==> config.mk <==
export PLATFORM = sky130hd
export DESIGN_NAME = i2s_tdm_tx_device
export DESIGN_NICKNAME = d
export VERILOG_FILES = /design/src/rtl/i2s_tdm_pkg.sv /design/src/rtl/i2s_tdm_tx_fifo.sv /design/src/rtl/i2s_tdm_tx_device.sv
export SDC_FILE = /design/constraint.sdc
export NUM_CORES = 1
export LEC_CHECK = 0
export CORE_MARGIN = 2
export CORE_UTILIZATION = 42
export CTS_BUF_LIST = sky130_fd_sc_hd__clkbuf_2
export CTS_CLUSTER_DIAMETER = 40
export DETAILED_ROUTE_END_ITERATION = 8
export SLEW_MARGIN = 10
export SYNTH_ARGS = -nofsm -noshare
export SYNTH_HDL_FRONTEND = slang
export SYNTH_SLANG_ARGS = --single-unit
==> constraint.sdc <==
create_clock -name clk_i -period 3.15 [get_ports clk_i]
set_input_delay 0.4725 -clock clk_i [delete_from_list [all_inputs] [get_ports clk_i]]
set_output_delay 0.4725 -clock clk_i [all_outputs]
set_load 0.05 [all_outputs]
==> src/rtl/i2s_tdm_pkg.sv <==
// Shared types and helpers for the I2S/TDM transmit VIP.
package i2s_tdm_pkg;

  typedef enum logic {
    IDLE = 1'b0,
    RUN  = 1'b1
  } tx_state_e;

  // Value of cfg_dsp_mode_i selecting which bclk edge shifts data.
  localparam logic EDGE_FALL = 1'b0;
  localparam logic EDGE_RISE = 1'b1;

  // Counter width for a range of n values, never narrower than one bit.
  function automatic int cnt_width(input int n);
    return (n > 1) ? $clog2(n) : 1;
  endfunction

endpackage

==> src/rtl/i2s_tdm_tx_fifo.sv <==
// Synchronous frame FIFO with show-ahead read data.
module i2s_tdm_tx_fifo
  import i2s_tdm_pkg::*;
#(
  parameter int WIDTH = 64,
  parameter int DEPTH = 4
) (
  input  logic             clk,
  input  logic             rst,
  input  logic             push,
  input  logic             pop,
  input  logic [WIDTH-1:0] wdata,
  output logic [WIDTH-1:0] rdata,
  output logic             full,
  output logic             empty
);

  localparam int AW = cnt_width(DEPTH);
  localparam logic [AW:0] PTR_ONE = 1;

  logic [WIDTH-1:0] mem [DEPTH];
  logic [AW:0]      wr_ptr;
  logic [AW:0]      rd_ptr;
  logic             do_push;
  logic             do_pop;

  assign do_push = push && !full;
  assign do_pop  = pop && !empty;
  assign empty   = (wr_ptr == rd_ptr);
  assign full    = (wr_ptr[AW] != rd_ptr[AW]) && (wr_ptr[AW-1:0] == rd_ptr[AW-1:0]);
  assign rdata   = mem[rd_ptr[AW-1:0]];

  // Pointer update; the extra MSB distinguishes full from empty.
  always_ff @(posedge clk or posedge rst) begin
    if (rst) begin
      wr_ptr <= '0;
      rd_ptr <= '0;
    end else begin
      if (do_push) wr_ptr <= wr_ptr + PTR_ONE;
      if (do_pop)  rd_ptr <= rd_ptr + PTR_ONE;
    end
  end

  // Storage array; contents are don't-care while the FIFO is empty.
  always_ff @(posedge clk) begin
    if (do_push) mem[wr_ptr[AW-1:0]] <= wdata;
  end

endmodule

==> src/rtl/i2s_tdm_tx_device.sv <==
// TDM serial transmitter slaved to an external bit clock and frame sync.
module i2s_tdm_tx_device
  import i2s_tdm_pkg::*;
#(
  parameter int DATA_WIDTH = 32,
  parameter int SLOT_WIDTH = 32,
  parameter int NUM_SLOTS  = 2,
  parameter int FIFO_DEPTH = 4
) (
  input  logic                            clk_i,
  input  logic                            rst_i,
  input  logic                            cfg_en_i,
  input  logic                            cfg_lsb_first_i,
  input  logic                            cfg_dsp_mode_i,
  input  logic [NUM_SLOTS*DATA_WIDTH-1:0] data_i,
  input  logic                            valid_i,
  output logic                            ready_o,
  input  logic                            bclk_i,
  input  logic                            ws_i,
  output logic                            sd_o,
  output logic                            ws_o,
  output logic                            underrun_o,
  output logic                            resync_o
);

  localparam int FRAME_W = NUM_SLOTS * DATA_WIDTH;
  localparam int BIT_W   = cnt_width(SLOT_WIDTH);
  localparam int SLOT_W  = cnt_width(NUM_SLOTS);

  localparam logic [BIT_W-1:0]  BIT_LAST  = BIT_W'(SLOT_WIDTH - 1);
  localparam logic [SLOT_W-1:0] SLOT_LAST = SLOT_W'(NUM_SLOTS - 1);
  localparam logic [BIT_W-1:0]  BIT_ONE   = 1;
  localparam logic [SLOT_W-1:0] SLOT_ONE  = 1;

  logic bclk_s1, bclk_s2, bclk_s3;
  logic ws_s1, ws_s2, ws_d;
  logic active_edge;
  logic frame_start;
  logic last_bit;

  tx_state_e         state_q;
  logic [BIT_W-1:0]  bit_q;
  logic [SLOT_W-1:0] slot_q;
  logic [FRAME_W-1:0] frame_q;

  logic [FRAME_W-1:0]    fifo_rdata;
  logic                  fifo_full;
  logic                  fifo_empty;
  logic [FRAME_W-1:0]    frame_sh;
  logic [DATA_WIDTH-1:0] cur_word;
  logic [DATA_WIDTH-1:0] word_sh;
  logic                  bit_val;

  assign ready_o     = !fifo_full;
  assign active_edge = (cfg_dsp_mode_i == EDGE_RISE) ? (bclk_s2 && !bclk_s3)
                                                     : (!bclk_s2 && bclk_s3);
  assign last_bit    = (bit_q == BIT_LAST) && (slot_q == SLOT_LAST);
  assign frame_start = cfg_en_i && active_edge && ws_s2;

  i2s_tdm_tx_fifo #(
    .WIDTH (FRAME_W),
    .DEPTH (FIFO_DEPTH)
  ) u_fifo (
    .clk   (clk_i),
    .rst   (rst_i),
    .push  (valid_i && ready_o),
    .pop   (frame_start),
    .wdata (data_i),
    .rdata (fifo_rdata),
    .full  (fifo_full),
    .empty (fifo_empty)
  );

  // Bring bclk and ws into the system clock domain; ws_o is delayed to line up with sd_o.
  always_ff @(posedge clk_i or posedge rst_i) begin
    if (rst_i) begin
      bclk_s1 <= 1'b0;
      bclk_s2 <= 1'b0;
      bclk_s3 <= 1'b0;
      ws_s1   <= 1'b0;
      ws_s2   <= 1'b0;
      ws_d    <= 1'b0;
      ws_o    <= 1'b0;
    end else begin
      bclk_s1 <= bclk_i;
      bclk_s2 <= bclk_s1;
      bclk_s3 <= bclk_s2;
      ws_s1   <= ws_i;
      ws_s2   <= ws_s1;
      ws_d    <= ws_s2;
      ws_o    <= ws_d;
    end
  end

  // Select the bit for the current slot/bit position; padding bits past DATA_WIDTH are zero.
  always_comb begin
    frame_sh = frame_q >> (int'(slot_q) * DATA_WIDTH);
    cur_word = frame_sh[DATA_WIDTH-1:0];
    word_sh  = '0;
    bit_val  = 1'b0;
    if (int'(bit_q) < DATA_WIDTH) begin
      if (cfg_lsb_first_i) word_sh = cur_word >> bit_q;
      else                 word_sh = cur_word >> (DATA_WIDTH - 1 - int'(bit_q));
      bit_val = word_sh[0];
    end
  end

  // Frame sequencer: a ws on the active edge (re)starts a frame, otherwise bit/slot advance.
  // A ws landing on the final bit is a normal back-to-back frame, not a resync.
  always_ff @(posedge clk_i or posedge rst_i) begin
    if (rst_i) begin
      state_q    <= IDLE;
      bit_q      <= '0;
      slot_q     <= '0;
      frame_q    <= '0;
      sd_o       <= 1'b0;
      underrun_o <= 1'b0;
      resync_o   <= 1'b0;
    end else begin
      sd_o       <= (state_q == RUN && cfg_en_i) ? bit_val : 1'b0;
      underrun_o <= 1'b0;
      resync_o   <= 1'b0;
      if (!cfg_en_i) begin
        state_q <= IDLE;
        bit_q   <= '0;
        slot_q  <= '0;
      end else if (frame_start) begin
        frame_q    <= fifo_empty ? '0 : fifo_rdata;
        underrun_o <= fifo_empty;
        resync_o   <= (state_q == RUN) && !last_bit;
        state_q    <= RUN;
        bit_q      <= '0;
        slot_q     <= '0;
      end else if (active_edge && state_q == RUN) begin
        if (bit_q == BIT_LAST) begin
          bit_q <= '0;
          if (slot_q == SLOT_LAST) begin
            state_q <= IDLE;
            slot_q  <= '0;
          end else begin
            slot_q <= slot_q + SLOT_ONE;
          end
        end else begin
          bit_q <= bit_q + BIT_ONE;
        end
      end
    end
  end

endmodule

After elaboration in Yosys (flattened, before gate mapping)

Memory sizes are Yosys's and may differ from the RTL's.
Index checks and enable logic that the tools add are counted.

Reductions and logical operators: 20
$add $sub $neg: 5
Mux-type cells: 24
Shift operators: 3
Equal/unequal tests: 7

Operators with widths:

| kind                                                  | number |
|---|---|
| two-way mux 64 bit                                    | 1 |
| >> shifter 64 x 6 -> 32 bit                           | 1 |
| >> shifter 32 x 32 -> 1 bit                           | 1 |
| >> shifter 32 x 5 -> 1 bit                            | 1 |
| two-way mux 5 bit                                     | 4 |
| two-way mux 1 bit                                     | 19 |
| logical AND 1 bit                                     | 12 |
| inequality test 3 x 1 -> 1 bit, second input constant | 3 |
| adder 3 x 1 -> 3 bit, second input constant           | 2 |
| subtractor 5 x 5 -> 6 bit, first input constant       | 1 |
| adder 5 x 1 -> 5 bit, second input constant           | 1 |
| equality test 5 bit, second input constant            | 1 |
| logical NOT 1 bit                                     | 5 |
| AND reduction 2 bit                                   | 2 |
| equality test 3 bit                                   | 1 |
| AND reduction 3 bit                                   | 1 |
| equality test 2 bit                                   | 1 |
| adder 1 bit, second input constant                    | 1 |
| inequality test 1 bit                                 | 1 |

Input bits: 72
Memories kept: 1
Word-level logic and storage cells: 76
Bits in registers: 87
Bits in writable memories: 256

Memory list:

| memory     | depth | bits a word | rd ports | clocked after Yosys merged registers in | wr ports | RTL line              | text |
|---|---|---|---|---|---|---|---|
| u_fifo.mem | 4     | 64          | 1        | 0                                       | 1        | i2s_tdm_tx_fifo.sv:21 | `logic [WIDTH-1:0] mem [DEPTH];` |

Logic depth before layout (Yosys ltp)

Gate-level depths: netlist of the first run.

Depth after elaboration: 7
Depth in mapped cells: 10

By module

Synthesis of the first run repeated with hierarchy kept, for this count alone.

Cell total of the unflattened synthesis: 868
Area total of the unflattened synthesis: 13975.9 sq um

Modules (own cells, without submodules):

| module            | area an instance (sq um) | instances | sequential area each (sq um) | cells each |
|---|---|---|---|---|
| i2s_tdm_tx_fifo   | 9718.1                   | 1         | 7837.5                       | 385 |
| i2s_tdm_tx_device | 4257.8                   | 1         | 2026.9                       | 483 |

Least setup slack after synthesis of the first run

Ideal clock, no wire load.

Path kind: register to register
Start: reg u_fifo.rd_ptr[1]
End: mem u_fifo.mem[3][0], enable pin
Stages on the path, launching flop included: 5
Arrival: 2706 ps
Path slack: 13 ps
Path buffers: 0
Required time: 2719 ps
Path through: dfrtp_1 -> xor2_1 -> nor2_1 -> nand2_1 -> and3_1

Word-level cells in the longest chain between the ends: 7

Ends and longest elaborated chain:

| item                                        | RTL line                | text |
|---|---|---|
| from (decl)                                 | i2s_tdm_tx_fifo.sv:23   | `logic [AW:0] rd_ptr;` |
| from (signal assigned)                      | i2s_tdm_tx_fifo.sv:40   | `if (do_pop) rd_ptr <= rd_ptr + PTR_ONE;` |
| equality test 2 bit (*)                     | i2s_tdm_tx_fifo.sv:30   | `assign full = (wr_ptr[AW] != rd_ptr[AW]) && (wr_ptr[AW-1:0] == rd_ptr[AW-1:0]);` |
| logical AND 1 bit (*)                       | i2s_tdm_tx_fifo.sv:30   |  |
| logical NOT 1 bit (*)                       | i2s_tdm_tx_device.sv:54 | `assign ready_o = !fifo_full;` |
| via ready_o                                 | i2s_tdm_tx_device.sv:17 | `output logic ready_o,` |
| logical AND 1 bit                           | i2s_tdm_tx_device.sv:66 | `.push (valid_i && ready_o),` |
| logical AND 1 bit (*)                       | i2s_tdm_tx_fifo.sv:27   | `assign do_push = push && !full;` |
| two-way mux 1 bit (*)                       | i2s_tdm_tx_fifo.sv:46   | `if (do_push) mem[wr_ptr[AW-1:0]] <= wdata;` |
| two-way mux 1 bit (implied by the code) (*) | i2s_tdm_tx_fifo.sv:46   |  |
| to (decl)                                   | i2s_tdm_tx_fifo.sv:21   |  |

Mark *: on every way through the listed nets, which the timed path passes. The rest lies on a longest branch.

Worst setup path after layout of the first run

Start: reg u_fifo.rd_ptr[0]
End: out ready_o

Word-level cells in the longest chain between the ends: 3

Ends and longest elaborated chain:

| item                | RTL line |
|---|---|
| equality test 2 bit | i2s_tdm_tx_fifo.sv:30 |
| logical AND 1 bit   | i2s_tdm_tx_fifo.sv:30 |
| logical NOT 1 bit   | i2s_tdm_tx_device.sv:54 |
| to (decl)           | i2s_tdm_tx_device.sv:17 |

Every way passes these cells.

==> metrics.md, run 1 <==
| Metric | Value |
|---|---|
| Run status | `finished, final reports clean` |
| Antenna Nets Post-Route | `0` |
| Via density | `5.371` |
| Post-synth top area share | `57.14%` |
| Nets | `906` |
| DRC | `0` |
| Antenna violations before repair | `1` |
| Most common cell after layout, fill and taps aside | `edfxtp_1` |
| Vias post-DR | `6,956` |
| Mapped Cells | `690` |
| Critical Path Sink | `ready_o` |
| Worst VDD drop | `0.4431 mV` |
| Comb pwr share | `25.8%` |
| Synth Area in Compound Gates | `6.771%` |
| Nature of the critical path startpoint | `register` |
| Avg Inst Size Synth | `19.50 µm²` |
| Tmin final | `2842 ps` |
| First-pass GRT wire length | `42.64 mm` |
| Path type of the worst setup path | `reg -> out` |
| Synth top area cells | `edfxtp_1 57%, dfrtp_1 16%, mux4_2 12%` |
| Worst-skew pair later-pin latency | `900 ps` |
| CTS clk-pin slew, worst paths | `110 ps` |
| Hold_ws | `118.8 ps` |
| DRT Wirelength | `26.76 mm` |
| Root buf cell | `clkbuf_2` |
| R2R cell count | `7` |
| Multiplexer area fraction after synthesis | `13.69%` |
| Worst r2r dst | `sd_o` |
| Core Box Area | `31,560 µm²` |
| PortBufs | `76` |
| Reg2reg setup slack | `600 ps` |
| Nature of the critical path endpoint | `primary output` |
| Vias in the first global route | `7,665` |
| Synth Register Bits | `343` |
| Die W | `183.0 µm` |
| Vert. Die Dim | `183.0 µm` |
| Synth Area in Simple Gates | `2.799%` |
| Ports | `77` |
| RD Place Congestion | `0.8256` |
| Maximum clock insertion buffer count | `3` |
| # setup viols final | `0` |
| Sequential fraction of the synthesis area | `73.33%` |
| Relative slew slack | `33.96%` |
| Final Max Slew Viols | `0` |
| Net Sw Power | `3.933 mW` |
| Required time worst endpoint | `2680 ps` |
| Sw Share | `30.34%` |
| CTS buffer count | `86` |
| Die Area | `33,480 µm²` |
| Worst Max-Slew Pin Slew | `990.6 ps` |
| CTS tree | `done` |
| Maxcap violations | `0` |
| Synth Area in XOR/XNOR | `0.9766%` |
| Reg2reg start | `bit_q[1]` |
| Worst Clk Skew | `83.13 ps` |
| Post-DP HPWL | `15.81 mm` |
| Gr ovfl total | `0` |
| Most frequent cells in the layout | `256 x edfxtp_1, 124 x clkbuf_2, 85 x dfrtp_1` |
| Tcrit/Tclk final | `90.22%` |
| Post-synth EDFFs | `256` |
| # clock sinks | `343` |
| Syn Nets | `769` |
| Fmax | `351.9 MHz` |
| Post-synthesis adder-cell area fraction | `0.6510%` |
| Starting density of the core | `42.63%` |
| Largest net degree at the start of global routing | `70` |
| H-tree depth | `3` |
| Area Overhead vs Synth | `15.57%` |
| Final Hold Fails | `0` |
| Clock power frac | `22.8%` |
| Max FO, Critical Path | `6` |
| Cell internal pwr | `9.030 mW` |
| Hold WC Path Type | `in -> reg` |
| DR pass1 iterations | `4` |
| Power Density | `833.8 nW/µm²` |
| Row count | `65` |
| CP Data Arrival Time | `2370 ps` |
| Synth cell types | `51` |
| Top_reg_cell synth | `edfxtp_1` |
| Largest family of logic cells by synthesized area | `multiplexers` |
| Synth Cell Area | `13,450 µm²` |
| RSZ-0062 raised after global routing | `false` |
| Share of flip-flops with an asynchronous set or reset | `25.36%` |
| Leak | `5.581 nW` |
| Proportion of layout cells with a drive suffix above 1 | `27.24%` |
| Flop pwr share | `51.4%` |
| Hold Crit Start | `ws_i` |
| Most area-hungry cell type in the Yosys netlist | `edfxtp_1` |
| Crit path from | `u_fifo.rd_ptr[0]` |
| Initial drt markers | `361` |
| Yosys Warn Count | `0` |
| GRT Total Usage | `16.78%` |
| Setup TNS | `0 ps` |
| WL/cell | `20.66 µm` |
through the flow:
step	setup slack [ps]	utilization, %	instances	power [mW]	area [µm²]
2_1_floorplan	13.26	-	690	9.006	13450
3_3_place_gp	410.1	46.62	1139	10.13	14710
3_5_place_dp	360.5	46.62	1139	10.22	14710
4_1_cts	237.9	49.26	1294	13.24	15540
5_1_grt	125.5	49.27	1295	13.78	15550
6_report	308.0	49.27	1295	12.96	15550
routing by layer:
metal  vias up  global-route usage, %  part of all wire, %
met4         0                  5.824                  2.1
met2       162                  27.11                   50
met3        40                  4.249                  4.6
met1      3592                  22.35                   44
li1       3162                      -                    -
met5         -                      0                    0
flip-flops by register name, indices dropped and copies added (netlist names), 3 cells and up:
name and cells:
u_fifo.mem 256, frame_q 64, bit_q 5, u_fifo.rd_ptr 3
u_fifo.wr_ptr 3
power by group through the flow:
stage | Sequential, mW | Combinational [mW] | Clock (mW)
after global placement | 6.74 | 3.40 | 0
after detailed placement | 6.77 | 3.44 | 0
after CTS | 6.68 | 3.45 | 3.11
after global routing | 6.77 | 3.66 | 3.35
final | 6.66 | 3.34 | 2.96
after floorplan | 6.55 | 2.45 | 0
cell families after synthesis:
kind of cell / after synthesis
and+or+nand+nor: 74
DFF: 343
muxes: 90
adders and majority gates: 7
AOI/OAI and AO/OA: 115
buffers and inverters: 49
xor gates and xnor gates: 12
cell usage after synthesis, types with 2 or more instances:
| library cell | instances |
|---|---|
| nor3b_1 | 2 |
| nand2b_1 | 7 |
| mux4_2 | 72 |
| a31oi_1 | 3 |
| nor2b_1 | 7 |
| buf_1 | 2 |
| and3_1 | 6 |
| edfxtp_1 | 256 |
| buf_4 | 2 |
| nor3_1 | 5 |
| mux2_2 | 6 |
| mux4_1 | 2 |
| inv_1 | 6 |
| mux2i_1 | 10 |
| o21ai_0 | 15 |
| ha_1 | 7 |
| nand3_1 | 7 |
| xor2_1 | 6 |
| or4b_2 | 2 |
| nand2_1 | 18 |
| a22o_1 | 65 |
| buf_6 | 4 |
| buf_2 | 15 |
| a221oi_1 | 3 |
| nor2_1 | 15 |
| o22ai_1 | 4 |
| dfrtp_1 | 87 |
| a21oi_1 | 8 |
| a2bb2oi_1 | 2 |
| o211ai_1 | 4 |
| clkbuf_1 | 19 |
| xnor2_1 | 4 |
how the worst min path moves through the flow:
stage          slack, ps  cells past startpoint  endpoint
2_1_floorplan        330                      0   bclk_s2
3_3_place_gp         340                      0      ws_o
3_5_place_dp         340                      0      ws_o
4_1_cts               30                      1     ws_s1
5_1_grt                4                      1     ws_s1
6_report             120                      1     ws_s1
worst max-delay path, cell delays in order, from the launching register on:
cell and delay, ps:
dfrtp_4 510, xor2_1 200, nor2_1 60, nand2_1 180, dlygate4sd2_1 560
cell type report:
type	count	area [µm²]
well taps	402	503.0
clock buffers	124	620.6
diodes	1	2.502
inverters	7	27.53
flip-flops and latches	343	9869
multi-input cells	298	3366
clock inverters	29	193.9
repair buffers	91	964.7
fillers	2693	16010
repair_timing:
| item | 4_1_cts | 5_1_grt |
|---|---|---|
| hold endpoints to repair | 5 | 0 |
| endpoints found under the setup margin | 1 | 0 |
| hold buffers | 2 | 0 |
| gates resized for setup | 1 | 0 |
| buffers inserted | 0 | 0 |
(Power assumes the default switching activity.)
==> run 2: changes to the inputs <==
Settings changed: REMOVE_ABC_BUFFERS from default to 1.
==> run 2 against run 1 <==
Worst hold slack better by 100 ps. Sequential power shrank 0.6%. Highest routed layer unchanged. Critical path type unchanged. Via count up 0.16%. Final cell count grew 0.85%. First-iteration DRC count rose by 21%.
==> metrics.md, run 2 (synthesis results as in run 1) <==
| Metric | Value |
|---|---|
| Most frequent cells in the layout | `256 x edfxtp_1, 139 x clkbuf_2, 85 x dfrtp_1 (was 256 x edfxtp_1, 124 x clkbuf_2, 85 x dfrtp_1)` |
| DRT Wirelength | `26.09 mm (was 26.76 mm)` |
| Net Sw Power | `3.880 mW (was 3.933 mW)` |
| Proportion of layout cells with a drive suffix above 1 | `28.90% (was 27.24%)` |
| Row count | `65 (unchanged)` |
| Maxcap violations | `0 (unchanged)` |
| RD Place Congestion | `0.8232 (was 0.8256)` |
| Final Max Slew Viols | `0 (unchanged)` |
| R2R cell count | `7 (unchanged)` |
| Final Hold Fails | `0 (unchanged)` |
| Vert. Die Dim | `183.0 µm (unchanged)` |
| CTS buffer count | `86 (unchanged)` |
| Cell internal pwr | `9.213 mW (was 9.030 mW)` |
| Area after DPL | `14,750 µm² (was 14,710 µm²)` |
| Antenna Nets Post-Route | `0 (unchanged)` |
| Largest net degree at the start of global routing | `67 (was 70)` |
| RSZ-0062 raised after global routing | `false (unchanged)` |
| Vias in the first global route | `7,472 (was 7,665)` |
| Crit path from | `u_fifo.rd_ptr[0] (unchanged)` |
| Fill count | `2,645 (was 2,693)` |
| Antenna violations before repair | `1 (unchanged)` |
| Maximum clock insertion buffer count | `3 (unchanged)` |
| Worst-skew pair later-pin latency | `900 ps (about the same)` |
| Via density | `5.335 (was 5.371)` |
| DRC | `0 (unchanged)` |
| Reg2reg setup slack | `640 ps (was 600 ps)` |
| Final Cell Area | `15,640 µm² (was 15,550 µm²)` |
| Worst Clk Skew | `70.67 ps (was 83.13 ps)` |
| Flop pwr share | `50.5% (was 51.4%)` |
| Critical Path Sink | `ready_o (unchanged)` |
| Run status | `finished, final reports clean (unchanged)` |
| Gr ovfl total | `0 (unchanged)` |
| Ports | `77 (unchanged)` |
| Sw Share | `29.64% (was 30.34%)` |
| Clock power frac | `23.7% (was 22.8%)` |
| PortBufs | `76 (unchanged)` |
| Worst VDD drop | `0.5023 mV (was 0.4431 mV)` |
| Final WS setup | `386.8 ps (was 308.0 ps)` |
| # clock sinks | `343 (unchanged)` |
| Number of cells on the worst hold path | `1 (unchanged)` |
| Worst r2r dst | `sd_o (unchanged)` |
| Max FO, Critical Path | `6 (unchanged)` |
| CP Data Arrival Time | `2290 ps (was 2370 ps)` |
| Layout Cells excl Fill | `1,306 (was 1,295)` |
| # setup viols final | `0 (unchanged)` |
| Worst path cell trace | `xor2_1 -> nor2_1 -> nand2_1 -> dlygate4sd2_1 (unchanged)` |
| Nets | `910 (was 906)` |
| Placement Setup Slack | `333.4 ps (was 360.5 ps)` |
| Core Box Area | `31,560 µm² (unchanged)` |
| Hold WC Path Type | `in -> reg (unchanged)` |
| WL/cell | `19.98 µm (was 20.66 µm)` |
| Fmax | `361.9 MHz (was 351.9 MHz)` |
| Area Overhead vs Synth | `16.28% (was 15.57%)` |
| Nature of the critical path endpoint | `primary output (unchanged)` |
| Setup bufs post-CTS | `0 (unchanged)` |
| Nature of the critical path startpoint | `register (unchanged)` |
| First-pass GRT wire length | `41.41 mm (was 42.64 mm)` |
| Setup TNS | `0 ps (unchanged)` |
| Root buf cell | `clkbuf_2 (unchanged)` |
| Initial drt markers | `436 (was 361)` |
| Die Area | `33,480 µm² (unchanged)` |
| Critical path's slowest cell | `dlygate4sd2_1 (unchanged)` |
| Tmin final | `2763 ps (was 2842 ps)` |
| Max FFs per register | `256 (unchanged)` |
| Tcrit/Tclk final | `87.72% (was 90.22%)` |
| Power, Total | `13.09 mW (was 12.96 mW)` |
| Relative slew slack | `33.90% (was 33.96%)` |
| GRT Total Usage | `16.18% (was 16.78%)` |
| Required time worst endpoint | `2680 ps (about the same)` |
| CTS clk-pin slew, worst paths | `110 ps (about the same)` |
| Path type of the worst setup path | `reg -> out (unchanged)` |
| Comb pwr share | `25.7% (was 25.8%)` |
| Power Density | `837.0 nW/µm² (was 833.8 nW/µm²)` |
| CTS tree | `done (unchanged)` |
| DR pass1 iterations | `4 (unchanged)` |
| Leak | `5.657 nW (was 5.581 nW)` |
| Placed insts | `1,142 (was 1,139)` |
| Vias post-DR | `6,967 (was 6,956)` |
| Worst path max stage delay | `550 ps (was 560 ps)` |
| Post-DP HPWL | `15.97 mm (was 15.81 mm)` |
| H-tree depth | `3 (unchanged)` |
| Worst Max-Slew Pin Slew | `991.6 ps (was 990.6 ps)` |
| Starting density of the core | `42.63% (unchanged)` |
| Die W | `183.0 µm (unchanged)` |
| Reg2reg start | `bit_q[1] (unchanged)` |
| Most common cell after layout, fill and taps aside | `edfxtp_1 (unchanged)` |
-- run 2: cell count changes in the layout (fill, tap and decap cells not counted), sizes merged, moves of 2 or more --
| cell | delta |
|---|---|
| buf | +3 |
| clkbuf | +15 |
| clkinv | -12 |
| clkinvlp | +2 |
-- run 2: worst min-delay path by stage --
| stage | to | start |
|---|---|---|
| 3_3_place_gp | ws_o | ws_d |
| 4_1_cts | u_fifo.mem[0][51] | data_i[51] |
| 5_1_grt | u_fifo.mem[0][45] | data_i[45] |
| 2_1_floorplan | bclk_s2 | bclk_s1 |
| 3_5_place_dp | ws_o | ws_d |
| 6_report | u_fifo.mem[0][50] | data_i[50] |
-- run 2: power by group through the flow --
| stage | Clock (mW) | Combinational, mW | Sequential, mW |
|---|---|---|---|
| after floorplan | 0 | 2.21 | 6.84 |
| after global placement | 0 | 3.41 | 6.70 |
| after detailed placement | 0 | 3.47 | 6.74 |
| after CTS | 3.24 | 3.48 | 6.64 |
| after global routing | 3.50 | 3.67 | 6.72 |
| final | 3.11 | 3.37 | 6.62 |
-- run 2: through the flow --
step | util [%] | hold slack, ps
after floorplan | - | 331.2
after global routing | 49.57 | 117.6
after detailed placement | 46.73 | 342.5
after CTS | 49.56 | 97.75
after global placement | 46.73 | 337.3
final | 49.57 | 219.5
-- run 2: layout make-up --
type	count	area (µm²)	area share [%]
clock buffers	139	695.7	4.447
flip-flops and latches	343	9869	63.09
well taps	402	503.0	3.215
multi-input cells	298	3366	21.52
inverters	7	27.53	0.1760
diodes	1	2.502	0.01600
clock inverters	21	168.9	1.080
repair buffers	95	1010	6.455
-- run 2: routing by layer --
metal	up-vias	GRT usage, %	part of all wire, %	routed length [µm]
met5	-	0	0	0
met3	36	4.249	4.6	1202
met2	172	26.20	49	12880
li1	3174	-	-	-
met4	0	5.760	1.7	439
met1	3585	21.32	44	11570
-- run 2: critical path, delay by kind of cell, from the launching register on --
kind | cells | cell delay, ps
and+or+nand+nor | 2 | 220
buffers and inverters | 1 | 550
DFF | 1 | 500
xor gates and xnor gates | 1 | 190
-- run 2: timing repair --
| action | CTS | global route |
|---|---|---|
| setup endpoints to repair | 1 | 0 |
| resized for setup | 1 | 0 |
| endpoints found under the hold margin | 31 | 0 |
| hold buffers | 3 | 0 |
==> run 3: changes to the inputs <==
Clock period 3.15 ns to 3.6 ns, I/O delays scaled along.
==> run 3 against run 2 <==
Worst hold slack lost 96 ps. Sequential power shrank 13%. Clock skew shrank 10 ps. Core utilization shrank 0.40 points. Design area shrank 0.81%. Critical path depth is the same. Clock power shrank 17%. Sequential share of layout area grew 0.51 points. Worst setup slack gained 97 ps. First-iteration DRC count grew 15%. Critical path type unchanged.
==> metrics.md, run 3 (synthesis results as in run 1) <==
| Metric | Value |
|---|---|
| Run status | `finished, final reports clean (unchanged)` |
| Die Area | `33,480 µm² (unchanged)` |
| Hold WC Path Type | `in -> async (was in -> reg)` |
| First-pass GRT wire length | `42.24 mm (was 41.41 mm)` |
| Required time worst endpoint | `3060 ps (was 2680 ps)` |
| Relative slew slack | `32.53% (was 33.90%)` |
| Leak | `5.598 nW (was 5.657 nW)` |
| CP Data Arrival Time | `2580 ps (was 2290 ps)` |
| Worst Max-Slew Pin Slew | `1012 ps (was 991.6 ps)` |
| # clock sinks | `343 (unchanged)` |
| Worst Clk Skew | `60.63 ps (was 70.67 ps)` |
| Hold_ws | `123.4 ps (was 219.5 ps)` |
| Initial drt markers | `502 (was 436)` |
| Layout Cells excl Fill | `1,301 (was 1,306)` |
| PortBufs | `76 (unchanged)` |
| # resized after CTS | `0 (was 1)` |
| Sw Share | `30.44% (was 29.64%)` |
| Placed insts | `1,139 (was 1,142)` |
| Hold-fix buffers, CTS | `0 (was 3)` |
| Antenna violations before repair | `2 (was 1)` |
| Starting density of the core | `42.63% (unchanged)` |
| Most frequent cells in the layout | `256 x edfxtp_1, 134 x clkbuf_2, 85 x dfrtp_1 (was 256 x edfxtp_1, 139 x clkbuf_2, 85 x dfrtp_1)` |
| Net Sw Power | `3.449 mW (was 3.880 mW)` |
| Power Density | `730.3 nW/µm² (was 837.0 nW/µm²)` |
| Setup bufs post-CTS | `0 (unchanged)` |
| Antenna Nets Post-Route | `0 (unchanged)` |
| Gr ovfl total | `0 (unchanged)` |
| Final Hold Fails | `0 (unchanged)` |
| Via density | `5.364 (was 5.335)` |
| Nets | `905 (was 910)` |
| Largest net degree at the start of global routing | `67 (unchanged)` |
| Core Box Area | `31,560 µm² (unchanged)` |
| Worst VDD drop | `0.4624 mV (was 0.5023 mV)` |
| Maximum clock insertion buffer count | `3 (unchanged)` |
| Comb pwr share | `26.0% (was 25.7%)` |
| R2R cell count | `7 (unchanged)` |
| Worst path max stage delay | `840 ps (was 550 ps)` |
| Cell internal pwr | `7.882 mW (was 9.213 mW)` |
| Max FO, Critical Path | `6 (unchanged)` |
| Root buf cell | `clkbuf_2 (unchanged)` |
| CTS tree | `done (unchanged)` |
| Nature of the critical path startpoint | `register (unchanged)` |
| Nature of the critical path endpoint | `primary output (unchanged)` |
| Post-DP HPWL | `16.04 mm (was 15.97 mm)` |
| Row count | `65 (unchanged)` |
| Final Max Slew Viols | `0 (unchanged)` |
| Die W | `183.0 µm (unchanged)` |
| Most common cell after layout, fill and taps aside | `edfxtp_1 (unchanged)` |
| Worst path cell trace | `xor2_1 -> nor2_1 -> nand2_1 -> clkdlybuf4s50_1 (was xor2_1 -> nor2_1 -> nand2_1 -> dlygate4sd2_1)` |
| Reg2reg setup slack | `990 ps (was 640 ps)` |
| Worst r2r dst | `sd_o (unchanged)` |
| Worst-skew pair later-pin latency | `860 ps (was 900 ps)` |
| WL/cell | `20.31 µm (was 19.98 µm)` |
| Vias post-DR | `6,978 (was 6,967)` |
| CTS buffer count | `87 (was 86)` |
| Tcrit/Tclk final | `86.56%` |
| # setup viols final | `0 (unchanged)` |
| Path type of the worst setup path | `reg -> out (unchanged)` |
| DRT Wirelength | `26.42 mm (was 26.09 mm)` |
| Fmax | `320.9 MHz` |
| Crit path buffers/inverters | `1 (unchanged)` |
| DRC | `0 (unchanged)` |
| Reg2reg start | `bit_q[0] (was bit_q[1])` |
| CTS clk-pin slew, worst paths | `110 ps (about the same)` |
| DR pass1 iterations | `5 (was 4)` |
| Clock power frac | `22.9% (was 23.7%)` |
| H-tree depth | `3 (unchanged)` |
| Area Overhead vs Synth | `15.34% (was 16.28%)` |
| RD Place Congestion | `0.8875 (was 0.8232)` |
| RSZ-0062 raised after global routing | `false (unchanged)` |
| Proportion of layout cells with a drive suffix above 1 | `28.43% (was 28.90%)` |
| Max FFs per register | `256 (unchanged)` |
| Vias in the first global route | `7,639 (was 7,472)` |
| Maxcap violations | `0 (unchanged)` |
| Flop pwr share | `51.1% (was 50.5%)` |
| Critical path's slowest cell | `clkdlybuf4s50_1 (was dlygate4sd2_1)` |
| Ports | `77 (unchanged)` |
| Vert. Die Dim | `183.0 µm (unchanged)` |
| Top delay family on crit path | `buffers and inverters (unchanged)` |
| GRT Total Usage | `16.50% (was 16.18%)` |
| Tmin final | `3116 ps` |
-- run 3: worst max-delay path by stage --
stage | from | to | cells after the start
floorplan | u_fifo.rd_ptr[0] | u_fifo.rd_ptr[1] | 4
finish | u_fifo.rd_ptr[0] | ready_o | 4
global placement | cfg_lsb_first_i | sd_o | 8
global route | u_fifo.rd_ptr[0] | ready_o | 4
detailed placement | cfg_lsb_first_i | sd_o | 8
CTS | u_fifo.rd_ptr[0] | ready_o | 4
-- run 3: area by class of cell --
type                            instances  area [µm²]
Antenna cell                            2       5.005
Clock buffer                          134       670.6
Clock inverter                         26       141.4
Fill cell                            2637       16040
Inverter                                7       27.53
Multi-Input combinational cell        298        3366
Sequential cell                       343        9869
Tap cell                              402       503.0
Timing Repair Buffer                   89       933.4
-- run 3: layer usage --
layer | share of wire (%) | GRT usage [%] | vias to the layer above
met4 | 1.5 | 5.568 | 0
met5 | 0 | 0 | -
met1 | 44 | 21.86 | 3603
li1 | - | - | 3167
met3 | 4.7 | 4.130 | 37
met2 | 50 | 26.89 | 171
-- run 3: through the flow --
stage | util, % | area, µm² | setup TNS [ps] | setup WS [ps] | total power [mW]
2_1_floorplan | - | 13240 | -583520 | -2206 | 7.912
3_5_place_dp | 46.58 | 14700 | 0 | 224.2 | 8.921
5_1_grt | 49.17 | 15520 | 0 | 323.2 | 12.03
3_3_place_gp | 46.58 | 14700 | 0 | 314.7 | 8.833
6_report | 49.17 | 15520 | 0 | 483.9 | 11.33
4_1_cts | 49.16 | 15510 | 0 | 368.1 | 11.55
-- run 3: power by group through the flow --
stage / clock (mW) / combinational [mW] / sequential, mW
after global routing: 2.92 / 3.22 / 5.89
final: 2.59 / 2.95 / 5.79
after detailed placement: 0 / 3.04 / 5.88
after floorplan: 0 / 1.93 / 5.98
after global placement: 0 / 3.00 / 5.84
after CTS: 2.71 / 3.04 / 5.80
